--- config.mk ---
export PLATFORM = sky130hd
export DESIGN_NAME = pc_sequencer
export DESIGN_NICKNAME = d
export VERILOG_FILES = /design/src/rtl/pc_sequencer.sv
export SDC_FILE = /design/constraint.sdc
export NUM_CORES = 1
export LEC_CHECK = 0
export CAP_MARGIN = 10
export CELL_PAD_IN_SITES_DETAIL_PLACEMENT = 0
export CELL_PAD_IN_SITES_GLOBAL_PLACEMENT = 1
export CORE_UTILIZATION = 52
export CTS_CLUSTER_DIAMETER = 120
export CTS_CLUSTER_SIZE = 25
export DETAILED_ROUTE_END_ITERATION = 16
export DONT_BUFFER_PORTS = 1
export PLACE_DENSITY_LB_ADDON = 0.08
export SYNTH_ARGS = -nofsm -noshare
export SYNTH_HDL_FRONTEND = slang
export SYNTH_SLANG_ARGS = --single-unit
export TNS_END_PERCENT = 100
--- constraint.sdc ---
create_clock -name clk -period 6 [get_ports clk]
set_clock_uncertainty 0.05 [all_clocks]
set_input_delay 1.8 -clock clk [delete_from_list [all_inputs] [get_ports clk]]
set_output_delay 1.8 -clock clk [all_outputs]
set_load 0.1 [all_outputs]
--- src/rtl/pc_sequencer.sv ---
// pc_sequencer: multi-cycle instruction sequencer that owns the program
// counter. It fetches an instruction over a req/ack handshake, decodes its
// branch/jump class, starts execute, then holds the branch controls and the
// registered ALU flags steady while the next-address unit resolves. The
// resolved address is then loaded into the PC.
//
// Handshakes:
//   imem_req/imem_ack : imem_req is high for every FETCH cycle. The
//                       instruction is taken in the cycle imem_ack is high.
//                       imem_ack is ignored outside FETCH.
//   ex_start/ex_done  : ex_start pulses for the first EXEC cycle only.
//                       ex_done is accepted in any EXEC cycle, including the
//                       first, and is ignored outside EXEC.
//
// Ports:
//   clk, reset (async, active-low), start
//   imem_req, imem_addr, imem_ack, imem_rdata   instruction fetch
//   ex_start, ex_done, ALU flags in             execute stage
//   zero_q/carry_q/msb_q/overflow_q, brtype, counter_selector,
//   branch_label, jmp_label, incr_pc            next-address unit
//   pc, ra_we, ra_data, halted, retired         status and link register
//   fsm_state                                   debug view of the FSM state
module pc_sequencer #(
  parameter logic [31:0] START_PC = 32'h0000_0000
) (
  input  logic        clk,
  input  logic        reset,
  input  logic        start,
  output logic        imem_req,
  output logic [31:0] imem_addr,
  input  logic        imem_ack,
  input  logic [31:0] imem_rdata,
  output logic        ex_start,
  input  logic        ex_done,
  input  logic        zero_flag,
  input  logic        carry_flag,
  input  logic        msb,
  input  logic        overflow,
  output logic        zero_q,
  output logic        carry_q,
  output logic        msb_q,
  output logic        overflow_q,
  output logic [3:0]  brtype,
  output logic [1:0]  counter_selector,
  output logic [15:0] branch_label,
  output logic [25:0] jmp_label,
  output logic [31:0] pc,
  input  logic [31:0] incr_pc,
  output logic        ra_we,
  output logic [31:0] ra_data,
  output logic        halted,
  output logic [31:0] retired,
  output logic [2:0]  fsm_state
);

  typedef enum logic [2:0] {
    IDLE   = 3'd0,
    FETCH  = 3'd1,
    DECODE = 3'd2,
    EXEC   = 3'd3,
    NEXT   = 3'd4,
    HALT   = 3'd5
  } state_t;

  state_t      state;
  logic [31:0] instr;
  logic        is_jal;
  logic [5:0]  opcode;

  assign opcode    = instr[31:26];
  assign imem_addr = pc;
  // Link value tracks the current PC; during NEXT that is the JAL's own PC.
  assign ra_data   = pc + 32'd1;
  assign fsm_state = state;

  always_ff @(posedge clk or negedge reset) begin
    if (!reset) begin
      state            <= IDLE;
      pc               <= START_PC;
      instr            <= 32'h0;
      is_jal           <= 1'b0;
      brtype           <= 4'hF;
      counter_selector <= 2'd0;
      branch_label     <= 16'h0;
      jmp_label        <= 26'h0;
      zero_q           <= 1'b0;
      carry_q          <= 1'b0;
      msb_q            <= 1'b0;
      overflow_q       <= 1'b0;
      imem_req         <= 1'b0;
      ex_start         <= 1'b0;
      ra_we            <= 1'b0;
      halted           <= 1'b0;
      retired          <= 32'h0;
    end else begin
      // Single-cycle pulses default low.
      ex_start <= 1'b0;
      ra_we    <= 1'b0;
      case (state)
        IDLE: begin
          if (start) begin
            imem_req <= 1'b1;
            state    <= FETCH;
          end
        end
        FETCH: begin
          if (imem_ack) begin
            instr    <= imem_rdata;
            imem_req <= 1'b0;
            state    <= DECODE;
          end
        end
        DECODE: begin
          // Labels are republished here so every control output changes
          // only at a DECODE edge.
          branch_label <= instr[15:0];
          jmp_label    <= instr[25:0];
          is_jal       <= 1'b0;
          ex_start     <= 1'b1;
          state        <= EXEC;
          casez (opcode)
            6'b01????: begin
              brtype           <= opcode[3:0];
              counter_selector <= 2'd0;
            end
            6'b100000: begin
              brtype           <= 4'hF;
              counter_selector <= 2'd1;
            end
            6'b100001: begin
              brtype           <= 4'hF;
              counter_selector <= 2'd1;
              is_jal           <= 1'b1;
            end
            6'b100010: begin
              brtype           <= 4'hF;
              counter_selector <= 2'd2;
            end
            6'b111111: begin
              ex_start <= 1'b0;
              halted   <= 1'b1;
              state    <= HALT;
            end
            default: begin
              brtype           <= 4'hF;
              counter_selector <= 2'd0;
            end
          endcase
        end
        EXEC: begin
          if (ex_done) begin
            zero_q     <= zero_flag;
            carry_q    <= carry_flag;
            msb_q      <= msb;
            overflow_q <= overflow;
            ra_we      <= is_jal;
            state      <= NEXT;
          end
        end
        NEXT: begin
          pc       <= incr_pc;
          retired  <= retired + 32'd1;
          imem_req <= 1'b1;
          state    <= FETCH;
        end
        HALT: begin
          state <= HALT;
        end
        default: begin
          state <= IDLE;
        end
      endcase
    end
  end

endmodule

==> flow_summary_export.csv <==
group,metric,value,unit
synth,synth_common_cells,"136 x dfrtp_1, 78 x mux2_2, 48 x buf_4",
placement,io_buffers,0,
cells_and_area,fin_util,0.633,
synth,synth-edff-count,0,
cts,ctsHoldBuffers,0,
timing,worst_pin_slew,1.24,ns
synth,syn_area,6530,sq um
synth,synth_ff_type,"dfrtp_1",
grt,grt_pass1_vias,4171,
setup_path,max_stage_delay,0.51,ns
timing,relSlewSlack,0.171,
die,die_y,114,um
grt,grt_pass1_wl,22.1,mm
cts,cts_setup_buffers,0,
timing,finalCritPeriodShare,0.808,
cts,clkLatencyLatePin,0.42,ns
synth,yosysWarnings,0,
detailed_routing,vias,4051,
synth,synth.most_common_cell,"dfrtp_1",
synth,yosys.area.top_type_share,0.521,
power,p_leak,0.00367,uW
cts,path_clk_slew,0.06,ns
cells_and_area,nets,621,
synth,async_reset_ff_frac,1.00,
cts,h-tree-depth,4,
setup_path,critPathCaptureType,"primary output",
power,pwr-share-seq,0.464,
synth,synth_fp_nets,606,
grt,antenna_found_initial,0,
setup_path,cp_data_required_time,4.15,ns
grt,grt_max_degree,141,
detailed_routing,wl,13.9,mm
timing,drv_slew,0,
power,internal-power,1650,uW
cells_and_area,layout-drive-gt1-share,0.465,
setup_path,cp_slowest_cell,"buf_4",
detailed_routing,vias_per_cell,5.57,
cells_and_area,area_growth,17.4,%
power,combPwrFrac,0.001,
setup_path,cpMostUsedCell,"buf_4",
timing,fmax,206,MHz
min_path,hold_path.class,"reg -> reg",
timing,fin_hold_ws,0.434,ns
synth,synth_largest_area_cell,"dfrtp_1",
cts,cts_tree,"built",
detailed_routing,drt_first_pass_iters,4,
setup_path,worstSetupStartpointType,"register",
setup_path,critical_path_class,"reg -> out",
power,netSwitchingFraction,0.190,
cts,root_buffer,"clkbuf_16",
cells_and_area,fill_cells,991,
placement,dpl_worst_slack,1.60,ns
power,power,2040,uW
die,die_w,114,um
synth,postSynthAreaPerCell,12.3,sq um
synth,syn_inst,531,
detailed_routing,antenna_left,0,
placement,dp_hpwl,9.84,mm
placement,gp_congestion,0.806,
timing,finalHoldViolations,0,
die,coreArea,12100,sq um
synth,ys_top_cells_by_area,"dfrtp_1 52%, mux2_2 13%, buf_4 5.5%, xnor2_1 4.4%, xor2_1 3.8%",
timing,layout_setup_ws,1.15,ns
flow_run,maxCapViolCount,0,
die,start_util,0.539,
die,num_rows,40,
cts,cts-resized-gates,0,
power,clockPowerShare,0.535,
die,dieArea,13000,sq um
cells_and_area,insertedDiodeCount,0,
timing,setup_viol,0,
timing,tns,0,ns
grt,track_usage,0.224,
power,powerDensity,266,nW/um^2
timing,rsz0062_at_grt,"false",
synth,synth.lib_cells_used.distinct,42,
detailed_routing,wire_per_inst,19.2,um
cts,cts_sinks,140,
cts,clk_path_buf_depth,2,
detailed_routing,drc,0,
grt,overflow,0,
timing,period_needed,4.85,ns
detailed_routing,drt_iter0_markers,193,
synth,ys_seq_elements,140,
power,vdd_drop_max,0.205,mV
synth,seq_area_frac_synth,0.537,
power,switching_power,386,uW
setup_path,crit_fanout,10,
die,io_pins,260,
setup_path,worstPathCellList,"buf_4 -> and4_1 -> nand3b_1 -> nor4_1 -> xor2_2 -> buf_4",
outcome,status,"complete, no violations",
cts,cts_buffers,17,
setup_path,cp.arrival,3.00,ns
-- sequential cells by signal, summed over array words and instances, names as in the netlist, 2 cells and up --
register,cells
instr,32
counter_selector,2
jmp_label,11
imem_addr,32
retired,32
fsm_state,3
branch_label,15
brtype,4
-- per-layer routing --
layer | track usage | vias up | wire length [um]
met5 | 0 | - | 0
met2 | 0.366 | 157 | 6750
met4 | 0.0978 | 0 | 280
met1 | 0.250 | 2056 | 5500
met3 | 0.106 | 25 | 1420
li1 | - | 1813 | -
-- worst paths after layout --
| kind | startpoint | to | slack [ns] | cells past startpoint |
|---|---|---|---|---|
| min reg2reg | instr[10]$_DFFE_PN0P_ | instr[10]$_DFFE_PN0P_ | 0.43 | 1 |
| max | imem_addr[3]$_DFFE_PN0N_ | ra_data[30] | 1.15 | 6 |
| min | instr[10]$_DFFE_PN0P_ | instr[10]$_DFFE_PN0P_ | 0.43 | 1 |
| max reg2reg | retired[15]$_DFFE_PN0N_ | retired[24]$_DFFE_PN0N_ | 3.15 | 4 |
| max in group asynchronous | reset | brtype[2]$_DFFE_PN1P_ | 4.58 | 0 |
| min in group asynchronous | reset | retired[21]$_DFFE_PN0N_ | 1.03 | 0 |
-- cell type report --
class                           count  area [sq um]  share of cell area
Timing Repair Buffer               61           458              0.0597
Sequential cell                   140          3570               0.465
Inverter                            8          30.0             0.00392
Clock inverter                     11           168              0.0219
Tap cell                          168           210              0.0274
Multi-Input combinational cell    318          2790               0.363
Clock buffer                       21           450              0.0587
-- logic make-up after synthesis --
| kind of cell | count (synthesis) | synth area share |
|---|---|---|
| muxes | 92 | 0.159 |
| xor gates and xnor gates | 61 | 0.0818 |
| buffers and inverters | 73 | 0.0728 |
| and+or+nand+nor | 145 | 0.129 |
| DFF | 140 | 0.537 |
| adders and majority gates | 2 | 0.00383 |
| AOI/OAI and AO/OA | 18 | 0.0169 |
-- cells in the final DEF (no fill, tap or decap), drive strengths merged, types with 2 or more instances in the layout --
| master | synthesis | routed |
|---|---|---|
| clkbuf | 5 | 21 |
| and3 | 12 | 12 |
| mux2 | 92 | 92 |
| and2 | 2 | 2 |
| clkinvlp | 0 | 2 |
| bufinv | 0 | 4 |
| nor4 | 10 | 10 |
| ha | 2 | 2 |
| nand2b | 3 | 3 |
| xnor2 | 33 | 33 |
| clkinv | 0 | 5 |
| nor3 | 10 | 10 |
| xor2 | 28 | 28 |
| nand4b | 2 | 2 |
| and4 | 4 | 4 |
| nand4 | 24 | 24 |
| inv | 8 | 8 |
| o21ai | 11 | 11 |
| dfstp | 4 | 4 |
| nand3 | 17 | 17 |
| nor2 | 19 | 19 |
| nand2 | 33 | 33 |
| dfrtp | 136 | 136 |
| o22a | 2 | 2 |
| buf | 60 | 61 |
| nand3b | 2 | 2 |
-- power by group through the flow --
| stage | sequential, uW | combinational (uW) | clock [uW] |
|---|---|---|---|
| 4_1_cts | 944 | 2.30 | 1110 |
| 5_1_grt | 944 | 2.47 | 1150 |
| 3_3_place_gp | 961 | 2.30 | 0 |
| 2_1_floorplan | 962 | 1.96 | 0 |
| 3_5_place_dp | 961 | 2.29 | 0 |
| 6_report | 945 | 2.28 | 1090 |
-- critical path: cells and delay by family (launching register included) --
kind	cells	cell delay [ns]
xor+xnor	1	0.18
buf+inv	2	0.82
simple gates	3	1.21
flops	1	0.37
-- metrics by stage --
step,instance area [sq um],instances
after global routing,7670,727
after global placement,7050,695
after detailed placement,7050,695
after floorplan,6530,531
final,7670,727
after CTS,7670,727
No activity file was read; power rests on OpenSTA's default activity.
